--- src/rtl/instr_encoder.sv ---
// Instruction encoder with an output word queue.
// Each accepted (I, S, Cin, rs, rt, rd, imm) operation is checked for a legal ALU
// select/carry pair. Legal operations are encoded into a 32-bit I-type or R-type
// word and pushed into a FIFO of DEPTH entries. Illegal operations are dropped,
// and err pulses for one cycle. ibus always shows the FIFO head, or zero when the
// FIFO is empty.
module instr_encoder #(
  parameter int unsigned DEPTH = 4
) (
  input  logic                     clk,
  input  logic                     reset_n,
  input  logic                     in_valid,
  output logic                     in_ready,
  input  logic                     I,
  input  logic [2:0]               S,
  input  logic                     Cin,
  input  logic [4:0]               rs,
  input  logic [4:0]               rt,
  input  logic [4:0]               rd,
  input  logic [15:0]              imm,
  output logic [31:0]              ibus,
  output logic                     out_valid,
  input  logic                     out_ready,
  output logic                     err,
  output logic [$clog2(DEPTH):0]   count
);

  localparam int unsigned PtrW = $clog2(DEPTH);
  localparam int unsigned CntW = PtrW + 1;

  logic [31:0]     mem_q [DEPTH];
  logic [PtrW-1:0] wr_ptr_q, wr_ptr_d;
  logic [PtrW-1:0] rd_ptr_q, rd_ptr_d;
  logic [CntW-1:0] count_q, count_d;
  logic            err_q, err_d;

  logic        legal;
  logic [5:0]  opcode;
  logic [5:0]  funct;
  logic [31:0] word;
  logic        accept;
  logic        push;
  logic        pop;

  // Decode the ALU select and carry-in pair into I-type opcode and R-type funct
  always_comb begin
    legal  = 1'b0;
    opcode = 6'b000000;
    funct  = 6'b000000;
    case ({S, Cin})
      4'b0100: begin legal = 1'b1; opcode = 6'b000011; funct = 6'b000011; end // add
      4'b0111: begin legal = 1'b1; opcode = 6'b000010; funct = 6'b000010; end // sub
      4'b0000: begin legal = 1'b1; opcode = 6'b000001; funct = 6'b000001; end // xor
      4'b1100: begin legal = 1'b1; opcode = 6'b001111; funct = 6'b000111; end // or
      4'b1000: begin legal = 1'b1; opcode = 6'b001100; funct = 6'b000100; end // and
      default: begin legal = 1'b0; opcode = 6'b000000; funct = 6'b000000; end
    endcase
  end

  // Assemble the instruction word: the immediate form ignores rd, the register form ignores imm
  always_comb begin
    if (I) begin
      word = {opcode, rs, rt, imm};
    end else begin
      word = {6'b000000, rs, rt, rd, 5'b00000, funct};
    end
  end

  // Handshake qualifiers and the combinational outputs derived from registered state
  always_comb begin
    in_ready  = (count_q != CntW'(DEPTH));
    out_valid = (count_q != '0);
    accept    = in_valid && in_ready;
    push      = accept && legal;
    pop       = out_valid && out_ready;
    ibus      = out_valid ? mem_q[rd_ptr_q] : 32'h0000_0000;
    err       = err_q;
    count     = count_q;
  end

  // Next-state for pointers, occupancy and the error pulse
  always_comb begin
    wr_ptr_d = wr_ptr_q;
    rd_ptr_d = rd_ptr_q;
    count_d  = count_q;
    err_d    = accept && !legal;
    if (push) begin
      wr_ptr_d = wr_ptr_q + PtrW'(1);
    end
    if (pop) begin
      rd_ptr_d = rd_ptr_q + PtrW'(1);
    end
    case ({push, pop})
      2'b10:   count_d = count_q + CntW'(1);
      2'b01:   count_d = count_q - CntW'(1);
      default: count_d = count_q;
    endcase
  end

  // Control state register with asynchronous active-low reset
  always_ff @(posedge clk or negedge reset_n) begin
    if (!reset_n) begin
      wr_ptr_q <= '0;
      rd_ptr_q <= '0;
      count_q  <= '0;
      err_q    <= 1'b0;
    end else begin
      wr_ptr_q <= wr_ptr_d;
      rd_ptr_q <= rd_ptr_d;
      count_q  <= count_d;
      err_q    <= err_d;
    end
  end

  // Queue storage is not reset; only words below the occupancy count are ever visible
  always_ff @(posedge clk) begin
    if (push) begin
      mem_q[wr_ptr_q] <= word;
    end
  end

endmodule

--- config.mk ---
export PLATFORM = sky130hd
export DESIGN_NAME = instr_encoder
export DESIGN_NICKNAME = d
export VERILOG_FILES = /design/src/rtl/instr_encoder.sv
export SDC_FILE = /design/constraint.sdc
export NUM_CORES = 1
export LEC_CHECK = 0
export ABC_AREA = 1
export CAP_MARGIN = 40
export CELL_PAD_IN_SITES_DETAIL_PLACEMENT = 1
export CELL_PAD_IN_SITES_GLOBAL_PLACEMENT = 2
export CORE_ASPECT_RATIO = 0.6
export CORE_MARGIN = 3
export CORE_UTILIZATION = 33
export CTS_BUF_LIST = sky130_fd_sc_hd__clkbuf_4
export DETAILED_ROUTE_END_ITERATION = 16
export PLACE_DENSITY_LB_ADDON = 0.1
export SYNTH_ARGS = -nofsm -noshare
export SYNTH_HDL_FRONTEND = slang
export SYNTH_SLANG_ARGS = --single-unit
--- constraint.sdc ---
create_clock -name clk -period 2.5 [get_ports clk]
set_input_delay 0.375 -clock clk [delete_from_list [all_inputs] [get_ports clk]]
set_output_delay 0.375 -clock clk [all_outputs]
set_load 0.005 [all_outputs]
# Word level (Yosys, flattened, before mapping)
# Memory sizes are Yosys's and may differ from the RTL's.
# Index checks and enable logic that the tools add are counted.
[op_classes]
mux = 8
n_reduce_logical = 9
eq_ne = 7
addsub = 4
[op_table]
columns = ["operator", "n"]
rows = [
  ["$mux 32", 2],
  ["$pmux 4 s5", 1],
  ["$pmux 3 s5", 1],
  ["$eq 4x3->1 const B", 2],
  ["$eq 4x4->1 const B", 2],
  ["$pmux 3 s2", 1],
  ["$reduce_or 5->1", 1],
  ["$add 2x1->2 const B", 2],
  ["$logic_and 1x1->1", 4],
  ["$logic_not 4->1", 1],
  ["$add 3x1->3 const B", 1],
  ["$mux 1", 3],
  ["$ne 3x3->1 const B", 1],
  ["$reduce_bool 3->1", 1],
  ["$sub 3x1->3 const B", 1],
  ["$eq 2x1->1 const B", 1],
  ["$eq 2x2->1 const B", 1],
  ["$reduce_bool 2->1", 1],
  ["$logic_not 1->1", 1],
]
[totals]
reg_bits = 8
out_inout_bits = 38
mem_count = 1
ramBits = 128
[memory_table]
columns = ["memory", "depth", "width", "read_ports", "rd_ports_with_merged_regs", "wr", "line_no", "text"]
rows = [
  ["mem_q", 4, 32, 1, 0, 1, "31", "logic [31:0] mem_q [DEPTH];"],
]

# Logic depth before layout (Yosys ltp)
[logic_depth]
ltp_word = 6
depth_mapped = 12
mapped_depth_nobuf = 12

# Least setup slack after synthesis
# No wires, ideal clock.
[synth_path]
path_kind = "input to register"
start = "input port S[0]"
end = "memory mem_q[0][0], enable pin"
path_buffers = 0
setup_slack_ps = -31
required_ps = 2085
arrival_ps = 2116
path_stages = 5
path_cell_list = "nor2_1 > inv_1 > nand2_1 > nand2_1 > nor2_1"
[synth_between]
elab_chain_len = 6
word_cells_on_any_way = 10
classes_between = "eq/ne: 4; mux: 3; reduce/logical: 3"
[synth_rtl]
columns = ["item", "line_no", "text"]
rows = [
  ["from (decl)", "15", "input logic [2:0] S,"],
  ["$eq 4x4->1, or another cell as far along", "50", "case ({S, Cin})"],
  ["$reduce_or 5->1 (no source line) (*)", "--", ""],
  ["$mux 1 (*)", "50", ""],
  ["$logic_and 1x1->1 (*)", "74", "push = accept && legal;"],
  ["$mux 1 (*)", "117", "if (push) begin"],
  ["$mux 1 (implied by the code) (*)", "118", "mem_q[wr_ptr_q] <= word;"],
  ["to (decl)", "31", ""],
]
# Mark *: on every way between the ends. The rest lies on a longest branch, timed or not.

# Worst setup path after layout
[layout_path]
start = "register rd_ptr_q[0]"
end = "output port ibus[8]"
[layout_between]
elab_chain_len = 2
[layout_rtl]
columns = ["item", "line_no", "text"]
rows = [
  ["from (decl)", "33", "logic [PtrW-1:0] rd_ptr_q, rd_ptr_d;"],
  ["from (signal assigned)", "109", "rd_ptr_q <= rd_ptr_d;"],
  ["$mem_v2 4x32", "--", ""],
  ["$mux 32", "76", "ibus = out_valid ? mem_q[rd_ptr_q] : 32'h0000_0000;"],
  ["to (decl)", "21", "output logic [31:0] ibus,"],
]
# No other way between the ends.

==> results.md <==
- Die width: 170.3 um
- Seq/Total Area, Yosys: 0.6888
- Setup WS post-layout: around 85 ps
- Placed Cells: 762
- Final Setup Violations: 0
- Global route total overflow: 0
- Remaining DRCs: 0
- Leak: 2.845 nW
- Overall power: between 7 and 8 mW
- Final wirelength: 14.30 mm
- Initial drt markers: 174
- Top-count cell post-synth: nand2_1
- Post-Syn Instances: between 400 and 500
- Share of cells above drive strength 1: 0.1784
- Crit path max fanout: 12
- Int Power: 4.876 mW
- Die Footprint: 0.01782 mm^2
- CTS Buf Count: 17
- Outcome: finished clean
- Final hold vios: 0
- Via density: 4.631
- Vias post-DR: around 3,800
- Yosys warns: 0
- Wirelength per Cell: 17.54 um
- Peak supply drop: 0.3512 mV
- Die Height: around 100 um
- Worst-margin pin slew: 708.8 ps
- Max clock buf depth: 2
- Worst EP required: between 2000 and 2500 ps
- Setup WS pre-CTS: 82.22 ps
- Rows: 35
- Initial Utilization: 0.3430
- Crit path kind: reg -> out
- Final Skew: around 10 ps
- Top cells by area, synth: edfxtp_1, nand2_1, nor2_1, dfrtp_1, a21oi_1
- RSZ-0062 raised after global routing: yes
- Hold WS: 146.1 ps
- Hold/Removal Path Class: in -> async
- Global Route Usage Sum: 0.1684
- Hold-fix buffers, CTS: 0
- Final Non-Filler Cells: 815
- First-pass GRT wire length: 22.46 mm
- Most common flop cell mapped by yosys: edfxtp_1
- CTS tree: built
- Clock Sink Count: between 100 and 150
- Netlist cell types: 28
- Root buffer cell: clkbuf_4
- H-tree lvl count: 4
- Yosys top cell area share: 0.6514
- Synth async-reset ratio: 0.06452
- Mean Syn Cell Area: 10.96 um^2
- Slew Limit Fails: 0
- Path depth of the worst reg2reg path: 10
- Initial antenna violation count: 1
- Clk pwr share: 0.209
- Relative slew slack: 0.5225
- Post-synth EDFFs: 116
- TNS Setup: 0 ps
- Post-synth top cells: nand2_1, edfxtp_1, nor2_1, a21oi_1, o21ai_0
- CP Launch Type: register
- Fmax: 414.0 MHz
- Flops & latches, synth: around 120
- Psw: 2.705 mW
- Sw Share: 0.3568
- Combinational share of power: 0.453
- CP max stage cell: dfrtp_2
- I/O Buffers: 75
- Syn Std Cell Area: around 0.0053 mm^2
- Nets: approximately 650
- Routability congestion estimate: 0.7148
- Core region area: 0.01559 mm^2
- Fill cells: 1,730
- Final period util: 0.9662
- Drt first pass iters: 4
- Worst Path Arrival: 2040 ps
- Area Growth Syn to Fin: 32.38%
- Detailed placer's ending HPWL: about 8.6 mm
- Worst-path clk slew: 110 ps
- CP max stage delay: 470 ps
- Proportion of power drawn by flip-flops and latches: 0.339
- Yosys top cell by area: edfxtp_1
- Max-Cap Viols: 0
- Skew-Pair Late Insertion Delay: roughly 520 ps
- Vias in the first global route: 3,839
- CP Cell Sequence: buf_4, buf_4, clkbuf_16, nor2_1, nor2_1, o21ai_0, a21oi_1, dlygate4sd2_1
- CP endpoint kind: primary output
- Tmin final: 2415 ps
- Power density cells: 1071 mW/mm^2
- Post-route ant nets: 0
- Io pins: 78
- Largest net degree at the start of global routing: 26
## critical path, delay by kind of cell (launching register included)
family	cells	cell delay, ps
AND/OR/NAND/NOR	2	150
buffers and inverters	4	740
flip-flops	1	470
AO/OA/AOI/OAI	2	160
## worst paths after layout
check	from	to	slack (ps)
max	rd_ptr_q[0]	ibus[8]	80
min	reset_n	count[0]	150
max reg2reg	count[2]	count[2]	280
min reg2reg	wr_ptr_q[1]	wr_ptr_q[1]	570
max in group asynchronous	reset_n	rd_ptr_q[0]	2030
min in group clk	rt[0]	mem_q[1][16]	500
## final cells by class
type	instances	area, um^2	area share
Clock buffer	17	127.6	0.01803
Timing Repair inverter	1	3.754	0.0005302
Multi-Input combinational cell	312	1453	0.2052
Tap cell	203	254.0	0.03588
Sequential cell	124	3685	0.5205
Timing Repair Buffer	116	1251	0.1767
Antenna cell	1	2.502	0.0003535
Inverter	27	108.9	0.01538
Clock inverter	14	193.9	0.02739
## repair_timing
| item | 4_1_cts | 5_1_grt |
|---|---|---|
| pin swaps | 3 | 3 |
| setup buffers | 11 | 5 |
| gates resized for setup | 51 | 18 |
| gates cloned | 4 | 1 |
| setup endpoints to repair | 30 | 8 |
## cells by family (layout without fill, tap and decap cells)
family	Yosys count	count (layout)	share of synthesized area
flops	124	124	0.6888
other cells	1	3	0.0007012
xor+xnor	3	3	0.004914
compound gates	65	65	0.06294
simple gates	235	236	0.1706
fa+ha+maj	6	6	0.01544
buf+inv	54	175	0.05662
## sequential cells by signal, indices dropped and copies added, names as in the netlist
signal    flops
err           1
count         3
wr_ptr_q      2
mem_q       116
rd_ptr_q      2
## routing by layer
layer  share of wire  track usage
met5               0            0
met3           0.037      0.03932
met4          0.0087      0.04167
met2            0.44       0.2485
met1            0.51       0.2502
## power groups by stage
stage                     logic, mW  clock network [mW]  registers [mW]
after floorplan                1.62                   0            2.58
after global placement         3.02                   0            2.58
after detailed placement       3.06                   0            2.59
after CTS                      3.35                1.63            2.58
after global routing           3.81                1.72            2.59
final                          3.43                1.58            2.57
## layout by cell type (no fill, tap or decap), types with 6 or more instances in the layout
cell type | synthesis | layout
dfrtp_1 | 8 | 7
nand2_2 | 9 | 11
edfxtp_1 | 116 | 116
o21ai_0 | 28 | 27
nand2_1 | 152 | 150
a21oi_1 | 29 | 26
buf_4 | 6 | 22
clkdlybuf4s50_1 | 0 | 45
nor2_4 | 0 | 6
nor2_1 | 70 | 59
dlygate4sd2_1 | 0 | 25
nor2_2 | 0 | 6
buf_12 | 1 | 13
inv_1 | 23 | 23
clkbuf_4 | 0 | 17
## metrics by stage
step / util / area [um^2]
3_3_place_gp: 0.4127 / 6434
5_1_grt: 0.4541 / 7079
2_1_floorplan: - / 5351
3_5_place_dp: 0.4127 / 6434
6_report: 0.4541 / 7079
4_1_cts: 0.4489 / 6998
(Power assumes the default switching activity.)
